**src/rtl/matrix_stream_driver_if.sv**
```systemverilog
// Bus bundle between the stream driver, the source/result BRAMs and the multiply core.
// Signal names keep the driver's point of view (o_ = driven by the driver).
interface matrix_stream_driver_if #(
    parameter int unsigned IN_DATA_WITDH  = 8,
    parameter int unsigned SRC_ADDR_WIDTH = 7,
    parameter int unsigned RES_ADDR_WIDTH = 7
);
    logic [SRC_ADDR_WIDTH-1:0]  o_src_addr;
    logic [4*IN_DATA_WITDH-1:0] i_src_rdata;
    logic                       o_core_valid;
    logic [4*IN_DATA_WITDH-1:0] o_core_data;
    logic                       i_core_valid;
    logic [2*IN_DATA_WITDH-1:0] i_core_result0;
    logic [2*IN_DATA_WITDH-1:0] i_core_result1;
    logic                       o_res_we;
    logic [RES_ADDR_WIDTH-1:0]  o_res_addr;
    logic [4*IN_DATA_WITDH-1:0] o_res_wdata;

    modport master (
        output o_src_addr,
        input  i_src_rdata,
        output o_core_valid,
        output o_core_data,
        input  i_core_valid,
        input  i_core_result0,
        input  i_core_result1,
        output o_res_we,
        output o_res_addr,
        output o_res_wdata
    );

    modport slave (
        input  o_src_addr,
        output i_src_rdata,
        input  o_core_valid,
        input  o_core_data,
        output i_core_valid,
        output i_core_result0,
        output i_core_result1,
        input  o_res_we,
        input  o_res_addr,
        input  o_res_wdata
    );
endinterface

```
**src/rtl/matrix_stream_driver.sv**
```systemverilog
// Streams A then B from a source BRAM into the block-matrix multiply core, waits out the
// core's fixed compute time, then drains the results pairwise into a result BRAM.
module matrix_stream_driver #(
    parameter int unsigned IN_DATA_WITDH  = 8,
    parameter int unsigned BLOCK_SIZE     = 16,
    parameter int unsigned SRC_ADDR_WIDTH = 7,
    parameter int unsigned RES_ADDR_WIDTH = 7
) (
    input  logic                    clk,
    input  logic                    reset_n,
    input  logic                    i_start,
    output logic                    o_busy,
    output logic                    o_done,
    output logic                    o_err,
    matrix_stream_driver_if.master  bus
);

    localparam int unsigned MAT_WORDS   = BLOCK_SIZE * BLOCK_SIZE / 4;
    localparam int unsigned CALC_CYCLES = BLOCK_SIZE ** 3;
    localparam int unsigned RES_WORDS   = BLOCK_SIZE * BLOCK_SIZE / 2;
    localparam int unsigned CNT_WIDTH   = $clog2(CALC_CYCLES) + 1;

    localparam logic [CNT_WIDTH-1:0] FetchLast = CNT_WIDTH'(2 * MAT_WORDS);
    localparam logic [CNT_WIDTH-1:0] CalcLast  = CNT_WIDTH'(CALC_CYCLES - 1);
    localparam logic [CNT_WIDTH-1:0] ResBeats  = CNT_WIDTH'(RES_WORDS);
    localparam logic [CNT_WIDTH-1:0] DrainLast = CNT_WIDTH'(RES_WORDS + 1);

    typedef enum logic [2:0] {StIdle, StFetch, StWaitCalc, StDrain, StDone} state_e;

    state_e                     state_q, state_d;
    logic [CNT_WIDTH-1:0]       cnt_q, cnt_d;
    logic                       err_q, err_d;
    logic                       res_we_q, res_we_d;
    logic [RES_ADDR_WIDTH-1:0]  res_addr_q, res_addr_d;
    logic [4*IN_DATA_WITDH-1:0] res_wdata_q, res_wdata_d;

    logic fetch_beat;
    logic drain_beat;

    always_ff @(posedge clk) begin
        if (!reset_n) begin
            state_q     <= StIdle;
            cnt_q       <= '0;
            err_q       <= 1'b0;
            res_we_q    <= 1'b0;
            res_addr_q  <= '0;
            res_wdata_q <= '0;
        end else begin
            state_q     <= state_d;
            cnt_q       <= cnt_d;
            err_q       <= err_d;
            res_we_q    <= res_we_d;
            res_addr_q  <= res_addr_d;
            res_wdata_q <= res_wdata_d;
        end
    end

    always_comb begin
        state_d     = state_q;
        cnt_d       = cnt_q + CNT_WIDTH'(1);
        err_d       = err_q;
        res_we_d    = 1'b0;
        res_addr_d  = res_addr_q;
        res_wdata_d = res_wdata_q;

        unique case (state_q)
            StIdle: begin
                cnt_d       = '0;
                res_addr_d  = '0;
                res_wdata_d = '0;
                if (i_start) begin
                    state_d = StFetch;
                    err_d   = 1'b0;
                end
            end
            StFetch: begin
                // Addresses run for 2*MAT_WORDS cycles; one extra cycle covers BRAM latency.
                if (cnt_q == FetchLast) begin
                    state_d = StWaitCalc;
                    cnt_d   = '0;
                end
            end
            StWaitCalc: begin
                if (cnt_q == CalcLast) begin
                    state_d = StDrain;
                    cnt_d   = '0;
                end
            end
            StDrain: begin
                // Core answers one cycle behind each drain beat; capture beat index is cnt-1.
                if (cnt_q != '0 && cnt_q <= ResBeats) begin
                    res_we_d    = 1'b1;
                    res_addr_d  = RES_ADDR_WIDTH'(cnt_q - CNT_WIDTH'(1));
                    res_wdata_d = {bus.i_core_result1, bus.i_core_result0};
                    // The core drops valid on its final beat, so that one is not checked.
                    if (cnt_q != ResBeats && !bus.i_core_valid) begin
                        err_d = 1'b1;
                    end
                end
                if (cnt_q == DrainLast) begin
                    state_d = StDone;
                    cnt_d   = '0;
                end
            end
            StDone: begin
                state_d = StIdle;
                cnt_d   = '0;
            end
            default: begin
                state_d = StIdle;
                cnt_d   = '0;
            end
        endcase
    end

    assign fetch_beat = (state_q == StFetch) && (cnt_q != '0);
    assign drain_beat = (state_q == StDrain) && (cnt_q < ResBeats);

    assign o_busy = (state_q == StFetch) || (state_q == StWaitCalc) || (state_q == StDrain);
    assign o_done = (state_q == StDone);
    assign o_err  = err_q;

    assign bus.o_src_addr   = (state_q == StFetch && cnt_q < FetchLast) ?
                              SRC_ADDR_WIDTH'(cnt_q) : '0;
    assign bus.o_core_valid = fetch_beat || drain_beat;
    assign bus.o_core_data  = fetch_beat ? bus.i_src_rdata : '0;
    assign bus.o_res_we     = res_we_q;
    assign bus.o_res_addr   = res_addr_q;
    assign bus.o_res_wdata  = res_wdata_q;

endmodule

```
**src/flat_wrapper.sv**
```systemverilog
// flat-port wrapper written by rule: the top's interface ports become plain ports
module matrix_stream_driver_flat 
#(
    parameter int unsigned IN_DATA_WITDH  = 8,
    parameter int unsigned BLOCK_SIZE     = 16,
    parameter int unsigned SRC_ADDR_WIDTH = 7,
    parameter int unsigned RES_ADDR_WIDTH = 7
)
  (clk, reset_n, i_start, o_busy, o_done, o_err, bus_o_src_addr, bus_i_src_rdata, bus_o_core_valid, bus_o_core_data, bus_i_core_valid, bus_i_core_result0, bus_i_core_result1, bus_o_res_we, bus_o_res_addr, bus_o_res_wdata);
  matrix_stream_driver_if #(.IN_DATA_WITDH(IN_DATA_WITDH), .SRC_ADDR_WIDTH(SRC_ADDR_WIDTH), .RES_ADDR_WIDTH(RES_ADDR_WIDTH)) bus_i ();
  input  logic clk;
  input  logic reset_n;
  input  logic i_start;
  output logic o_busy;
  output logic o_done;
  output logic o_err;
  output wire logic [$bits(bus_i.o_src_addr)-1:0] bus_o_src_addr;
  input wire logic [$bits(bus_i.i_src_rdata)-1:0] bus_i_src_rdata;
  output wire logic [$bits(bus_i.o_core_valid)-1:0] bus_o_core_valid;
  output wire logic [$bits(bus_i.o_core_data)-1:0] bus_o_core_data;
  input wire logic [$bits(bus_i.i_core_valid)-1:0] bus_i_core_valid;
  input wire logic [$bits(bus_i.i_core_result0)-1:0] bus_i_core_result0;
  input wire logic [$bits(bus_i.i_core_result1)-1:0] bus_i_core_result1;
  output wire logic [$bits(bus_i.o_res_we)-1:0] bus_o_res_we;
  output wire logic [$bits(bus_i.o_res_addr)-1:0] bus_o_res_addr;
  output wire logic [$bits(bus_i.o_res_wdata)-1:0] bus_o_res_wdata;
  assign bus_o_src_addr = bus_i.o_src_addr;
  assign bus_i.i_src_rdata = bus_i_src_rdata;
  assign bus_o_core_valid = bus_i.o_core_valid;
  assign bus_o_core_data = bus_i.o_core_data;
  assign bus_i.i_core_valid = bus_i_core_valid;
  assign bus_i.i_core_result0 = bus_i_core_result0;
  assign bus_i.i_core_result1 = bus_i_core_result1;
  assign bus_o_res_we = bus_i.o_res_we;
  assign bus_o_res_addr = bus_i.o_res_addr;
  assign bus_o_res_wdata = bus_i.o_res_wdata;
  matrix_stream_driver #(.IN_DATA_WITDH(IN_DATA_WITDH), .BLOCK_SIZE(BLOCK_SIZE), .SRC_ADDR_WIDTH(SRC_ADDR_WIDTH), .RES_ADDR_WIDTH(RES_ADDR_WIDTH)) u_core (.clk(clk), .reset_n(reset_n), .i_start(i_start), .o_busy(o_busy), .o_done(o_done), .o_err(o_err), .bus(bus_i));
endmodule
```
**config.mk**
```make
export PLATFORM = sky130hd
export DESIGN_NAME = matrix_stream_driver_flat
export DESIGN_NICKNAME = d
export VERILOG_FILES = /design/src/rtl/matrix_stream_driver_if.sv /design/src/rtl/matrix_stream_driver.sv /design/src/flat_wrapper.sv
export SDC_FILE = /design/constraint.sdc
export NUM_CORES = 1
export LEC_CHECK = 0
export ABC_AREA = 1
export BUFFER_PORTS_ARGS = -buffer_cell sky130_fd_sc_hd__buf_2
export CORE_MARGIN = 1
export CORE_UTILIZATION = 40
export CTS_CLUSTER_DIAMETER = 60
export CTS_CLUSTER_SIZE = 10
export DETAILED_ROUTE_END_ITERATION = 10
export GPL_TIMING_DRIVEN = 0
export PLACE_DENSITY = 0.69
export SLEW_MARGIN = 20
export SYNTH_ARGS = -nofsm -noshare
export SYNTH_HDL_FRONTEND = slang
export SYNTH_SLANG_ARGS = --single-unit
```
**constraint.sdc**
```tcl
create_clock -name clk -period 2 [get_ports clk]
set_input_delay 0.2 -clock clk [delete_from_list [all_inputs] [get_ports clk]]
set_output_delay 0.2 -clock clk [all_outputs]
set_load 0.01 [all_outputs]
```
# Yosys cells after proc, flatten, opt, wreduce, memory -nomap -nowiden

Index checks and enable logic that the tools add are counted.
W data, S select, Z words.

Output and inout port bits: 83
Flip-flop bits (word level): 57
Logic and storage cells: 60
Input bits: 68

Reductions and logical operators: 16
Magnitude comparators: 2
Add/subtract/negate cells: 2
Equality and inequality tests: 14
Mux-type cells: 20

Operators by type and width:

| operator                | count |
|---|---|
| $mux W32                | 2 |
| $pmux W32 S2            | 1 |
| $mux W13                | 3 |
| $pmux W13 S3            | 1 |
| $eq A13 B8 Y1 const B   | 2 |
| $mux W7                 | 2 |
| $pmux W7 S2             | 1 |
| $add A13 B1 Y13 const B | 1 |
| $eq A13 B12 Y1 const B  | 1 |
| $le A13 B8 Y1 const B   | 1 |
| $lt A13 B8 Y1 const B   | 1 |
| $ne A13 B8 Y1 const B   | 1 |
| $reduce_bool A13 Y1     | 1 |
| $mux W3                 | 4 |
| $pmux W3 S4             | 1 |
| $ne A2 B1 Y1 const B    | 5 |
| $reduce_and A4 Y1       | 2 |
| $sub A7 B1 Y7 const B   | 1 |
| $eq A3 B2 Y1 const B    | 2 |
| $logic_and A1 B1 Y1     | 5 |
| $mux W1                 | 4 |
| $reduce_and A2 Y1       | 2 |
| $eq A3 B1 Y1 const B    | 1 |
| $eq A3 B3 Y1 const B    | 1 |
| 6 further kinds         | 8 |

# Logic depth before layout (Yosys ltp)

Gate-level depths: netlist of the first run.

Word-level depth: 5
Mapped depth: 12

# Worst setup path before layout of the first run

OpenSTA, ideal clock, no wires.

Path kind: register to output
Start: reg u_core.cnt_q[0]
End: out bus_o_core_data[10]
Arrival: 1.346 ns
Stages on the path, launching flop included: 9
Path buffers: 1
Data required time: 1.800 ns
Setup slack: 0.454 ns
Path through: dfxtp_1 inv_1 ha_1 nand2_1 nor2_1 nand2_1 nand2_1 clkbuf_1 nor2_1

Longest elaborated chain between the ends: 3

Ends and longest elaborated chain:

| element                | line                        | RTL |
|---|---|---|
| from (decl)            | matrix_stream_driver.sv:31  | `logic [CNT_WIDTH-1:0] cnt_q, cnt_d;` |
| from (signal assigned) | matrix_stream_driver.sv:50  | `cnt_q <= cnt_d;` |
| $reduce_bool A13 Y1    | matrix_stream_driver.sv:116 | `assign fetch_beat = (state_q == StFetch) && (cnt_q != '0);` |
| $logic_and A1 B1 Y1    | matrix_stream_driver.sv:116 |  |
| $mux W32               | matrix_stream_driver.sv:126 | `assign bus.o_core_data = fetch_beat ? bus.i_src_rdata : '0;` |
| to (decl)              | flat_wrapper.sv:20          | `output wire logic [$bits(bus_i.o_core_data)-1:0] bus_o_core_data;` |

Every way passes these cells.

# Worst setup path in the final report of the first run

Start: reg u_core.cnt_q[0]
End: out bus_o_core_data[11]

The elaborated chain is that of the path after synthesis.

==> results of run 1 <==
registers in the layout, indices dropped and copies added (netlist names):
register and flops:
u_core.state_q 3, u_core.cnt_q 13, u_core.bus.o_res_addr 7, u_core.bus.o_res_wdata 32, u_core.o_err 1, u_core.bus.o_res_we 1
layout make-up:
class                           instances  area, um2  area share (%)
Buffer                                 28      185.2           4.208
Clock buffer                           12      155.1           3.526
Clock inverter                          4      27.53          0.6255
Inverter                               59      224.0           5.090
Multi-Input combinational cell        358       1724           39.18
Sequential cell                        57       1146           26.04
Tap cell                              102      127.6           2.900
Timing Repair Buffer                  153      810.8           18.42
worst min-delay path: cells and delay by family:
family	cells	cell delay, ns
AND/OR/NAND/NOR	2	0.16
buffers and inverters	1	0.09
metrics by stage:
step / hold WS [ns] / utilization [%] / total power (W)
after CTS: 0.1432 / 55.41 / 0.005199
after global routing: 0.1741 / 56.95 / 0.005678
after floorplan: 0.3680 / - / 0.003324
after global placement: 0.4610 / 52.48 / 0.004093
final: 0.1595 / 56.95 / 0.005254
after detailed placement: 0.4685 / 52.48 / 0.004159
report_power, final:
part / leakage (nW) / internal, W / switching, W
combinational: 1.92 / 0.00103 / 0.00152
sequential: 0.468 / 0.00152 / 0.000192
clock: 0.0846 / 0.000514 / 0.000481
timing repair:
action,CTS,global route
pin swaps,0,2
resized for setup,16,17
buffers inserted,0,2
gates cloned,0,2
setup endpoints to repair,31,50
layer usage:
layer  share of wire [%]  vias to the layer above  GRT usage (%)
li1                    -                     1847              -
met1                  41                     1593          25.61
met2                  50                      124          41.54
met3                 5.0                       19          4.020
met4                 3.4                        0          12.04
met5                   0                        -              0
cells in the final DEF, fill, tap and decap left out, drive strengths merged, types with 8 or more instances in the layout:
master / instances
nand2: 134
xor2: 8
inv: 59
dfxtp: 57
nand3b: 26
a21boi: 24
nor2: 129
nand3: 14
buf: 174
clkbuf: 19
cells by family after synthesis:
logic type	share of synthesized area, %
and+or+nand+nor	41.53
buffers and inverters	11.72
DFF	35.86
AOI/OAI and AO/OA	7.118
xor gates and xnor gates	2.202
adders and majority gates	1.573
final timing paths:
check             cells past startpoint                  end              from
setup / recovery                      9  bus_o_core_data[11]   u_core.cnt_q[0]
hold / removal                        3         u_core.o_err  bus_i_core_valid
setup reg to reg                      9      u_core.cnt_q[8]   u_core.cnt_q[0]
hold reg to reg                       1      u_core.cnt_q[0]   u_core.cnt_q[0]
==> impl_metrics.toml, run 1 <==
[global_route]
grt_pass1_vias = 3275
grt_pass1_wl_um = 15060
grt-ovfl-total = 0
grt_start_max_net_pins = 11
antenna_found_initial = 0
track_usage_pct = 22.98

[die]
num_io_pins = 151
rows = 32
die_h_um = 91.19
core_area_mm2 = 0.007727
start_util_pct = 41.18
die_w_um = 91.19
die-area_mm2 = 0.008316

[yosys]
seq_area_frac_synth_pct = 35.86
netlist_instances = 502
syn_area_mm2 = 0.003182
synth_top_cell_by_area = "dfxtp_1"
synthMostInstantiatedCell = "nand2_1"
synth_common_cells = "nand2_1, nor2_1, inv_1, dfxtp_1, nand3b_1"
yosysWarnings = 0
synth-main-ff-cell = "dfxtp_1"
synth-edff-count = 0
ys_top_cells_by_area = "dfxtp_1, nand2_1, nor2_1"
synthArstFlopShare_pct = 0
synth_top_area_share_pct = 35.86
ys_seq_elements = 57
syn-num-nets = 574
syn_area_per_cell_um2 = 6.338
synth.distinct_cells = 25

[cells_and_area]
fin_area_mm2 = 0.004400
area_growth_pct = 38.30
diodes = 0
nFillCells = 746
finalNonFillerCells = 773
drive_gt1_share_pct = 30.40
final_nets = 738

[critical_path]
max_stage_delay_ns = 0.38
cp_top_family = "simple AND/OR/NAND/NOR gates"
worstPathMaxFanout = 8
required_ns = 1.80
worstSetupStartpointType = "register"
end_kind = "primary output"
crit_type = "register to primary output"
cp.arrival_ns = 1.73
crit_chain = "inv_4 > ha_1 > nand2_2 > nor2_4 > nand2_4 > nand2_8 > clkbuf_16 > nor2_4 > buf_2"
crit_slowest_cell = "dfxtp_4"
worst-path-buf-inv = 3
r2r_slack_ns = 0.24
crit_path_frequent_cell = "nor2_4"

[status]
status = "finished, final reports clean"

[placement]
gp_congestion = 0.8189
dp_hpwl_um = 7043
placed_cells = 753
portBuffers = 149
postPlaceCellArea_mm2 = 0.004055
dp_slack_ns = 0.001247

[power]
power.leakage_nw = 2.474
peakVddDrop_uv = 659.8
p_per_area_mw_per_mm2 = 1194

[timing]
fmax_ghz = 0.5192
min_period_over_period_pct = 96.31
fin_crit_ns = 1.926
rsz0062_at_grt = "false"
final_hold_viol_count = 0
finalMaxSlewViolations = 0
maxSlewHeadroom_pct = 64.28
tightestPinTransition_ns = 0.5358
finalSetupViolations = 0
fin_ws_ns = 0.07389
clock_skew_ns = 0.01125
setup_tns_ns = 0

[cts]
clkTransAtPathRegs_ns = 0.07
root_buffer = "clkbuf_8"
clock-sinks = 57
cts_max_path_buffers = 2
postCtsHoldBufs = 0
cts_max_level = 3
cts-buffers-inserted = 9
cts_tree = "done"
clock_latency_ns = 0.35

[routing]
ant_nets = 0
wl_um = 9473
wl_per_cell_um = 12.25
remaining_drc_errors = 0
vias = 3583
drt-pass1-iter-count = 4
drtIter0Drc = 162
via_per_inst = 4.635

[flow_run]
drv_cap = 0

[worst_hold_path]
holdCritPathClass = "input port to register"
Power figures use the tool's default switching activity.
==> run 2, diff against run 1 <==
- clock period: 2 -> 2.3 ns (I/O delays scaled with it)
==> run 2 against run 1 <==
Register-to-register slack better by 0.24 ns. Clock power is 13% lower. First-iteration DRC count is 12% lower. Combinational power is 16% lower. Via count is 1.3% lower. Clock skew is 0.0012 ns higher. Worst hold slack better by 0.028 ns. Non-clock buffer count is 4 lower. Sequential share of layout area is 0.83 points higher. Final cell count is 0.52% lower. Largest power group unchanged. Highest routed layer unchanged.
==> impl_metrics.toml, run 2 (synthesized netlist as in run 1, its figures left out) <==
[global_route]
antenna_found_initial = 0
track_usage_pct = 22.85
grt-ovfl-total = 0
grt_pass1_wl_um = 14990
grt_start_max_net_pins = 11
grt_pass1_vias = 3285

[critical_path]
worstPathMaxFanout = 10
worstSetupStartpointType = "register"
r2r.worst_path.cells = 9
r2r_end = "u_core.cnt_q[8]"
reg2reg_from = "u_core.cnt_q[0]"
required_ns = 2.07
end_kind = "primary output"
cp.arrival_ns = 1.89
r2r_slack_ns = 0.48
crit_type = "register to primary output"

[cells_and_area]
diodes = 0
area_growth_pct = 33.58
largest_register_ffs = 32
nFillCells = 772
fin_area_mm2 = 0.004250
finalNonFillerCells = 769
final_common_cell = "buf_2"
drive_gt1_share_pct = 28.79
seqCellArea_mm2 = 0.001142
final_nets = 734
layout_common_cells = "buf_2, nand2_1, nor2_1, inv_1, dfxtp_1"
multiInputGateArea_mm2 = 0.001673

[timing]
fin_crit_ns = 2.116
setup_tns_ns = 0
maxSlewHeadroom_pct = 63.34
fmax_ghz = 0.4725
finalMaxSlewViolations = 0
final_hold_viol_count = 0
rsz0062_at_grt = "false"
finalSetupViolations = 0
fin_hold_ws_ns = 0.1871
min_period_over_period_pct = 92.01
clock_skew_ns = 0.01242
tightestPinTransition_ns = 0.5499

[routing]
drtIter0Drc = 143
met1Wirelength_um = 3849
top_layer_used = "met4"
remaining_drc_errors = 0
wl_met3_um = 478
via_per_inst = 4.598
wl_per_cell_um = 12.03
drt-pass1-iter-count = 4
dr_wl_met2_um = 4631
wl_um = 9248
vias = 3536
ant_nets = 0

[power]
power.leakage_nw = 2.415
p_per_area_mw_per_mm2 = 1054
peakVddDrop_uv = 578.5

[cts]
root_buffer = "clkbuf_8"
clock-sinks = 57
cts_max_level = 3
clock_latency_ns = 0.35
cts_max_path_buffers = 2
cts_tree = "done"
postCtsSetupBuffers = 0
cts-buffers-inserted = 9
clkTransAtPathRegs_ns = 0.07
postCtsHoldBufs = 0

[die]
die_w_um = 91.19
die-area_mm2 = 0.008316
rows = 32
die_h_um = 91.19
num_io_pins = 151
core_area_mm2 = 0.007727
start_util_pct = 41.18

[worst_hold_path]
hold_path_end = "u_core.o_err"
hold_start = "bus_i_core_valid"
hold_depth = 3
holdCritPathClass = "input port to register"

[placement]
placed_cells = 753
gp_congestion = 0.8189
postPlaceCellArea_mm2 = 0.004055
dp_hpwl_um = 7043
portBuffers = 149

[status]
status = "finished, final reports clean"

[flow_run]
drv_cap = 0
-- run 2: cell count changes in the layout (fill, tap and decap cells not counted), sizes merged --
| cell | previous run | this run |
|---|---|---|
| buf | 174 | 170 |
-- run 2: where the power goes --
| group | leakage, nW | total (W) | switching (W) | internal, W |
|---|---|---|---|---|
| clock network | 0.0846 | 0.000871 | 0.000423 | 0.000447 |
| logic | 1.86 | 0.00213 | 0.00128 | 0.000852 |
| registers | 0.467 | 0.00148 | 0.000162 | 0.00132 |
| total | 2.41 | 0.00448 | 0.00186 | 0.00262 |
-- run 2: layout make-up --
type / count / area share (%)
multi-input combinational: 358 / 39.36
sequential: 57 / 26.88
timing repair buffer: 149 / 17.54
inverter: 59 / 5.210
buffer: 28 / 3.709
clock buffer: 12 / 3.650
tap: 102 / 3.003
clock inverter: 4 / 0.6476
-- run 2: worst max path at each step --
stage                         start                   to  cells past startpoint
finish              u_core.cnt_q[0]  bus_o_core_data[29]                      9
floorplan           u_core.cnt_q[0]  bus_o_core_data[10]                      8
global placement    u_core.cnt_q[0]  bus_o_core_data[11]                      9
detailed placement  u_core.cnt_q[0]  bus_o_core_data[11]                      9
global route        u_core.cnt_q[0]   bus_o_core_data[9]                      9
CTS                 u_core.cnt_q[0]  bus_o_core_data[11]                      9
-- run 2: critical path: stages, from the launching register on --
cell	delay (ns)
dfxtp_2	0.35
inv_1	0.15
ha_1	0.18
nand2_1	0.08
nor2_1	0.15
nand2_1	0.08
nand2_2	0.13
clkbuf_2	0.23
nor2_1	0.06
buf_2	0.14
-- run 2: metal layers --
metal,up-vias,global-route usage (%)
li1,1836,-
met4,0,11.38
met3,17,4.104
met1,1563,25.55
met2,120,41.41
met5,-,0
-- run 2: metrics by stage --
| step | setup slack [ns] | util, % | total power, W |
|---|---|---|---|
| after CTS | 0.06821 | 54.94 | 0.004501 |
| after floorplan | 0.7239 | - | 0.002891 |
| after global placement | 0.3230 | 52.48 | 0.003559 |
| after detailed placement | 0.2712 | 52.48 | 0.003616 |
| final | 0.1837 | 55.00 | 0.004479 |
| after global routing | 0.005002 | 55.00 | 0.004848 |
-- run 2: what timing repair did --
item,in CTS,in global routing
endpoints found under the setup margin,30,31
hold endpoints to repair,0,0
resized for setup,5,3
pin swaps,0,0
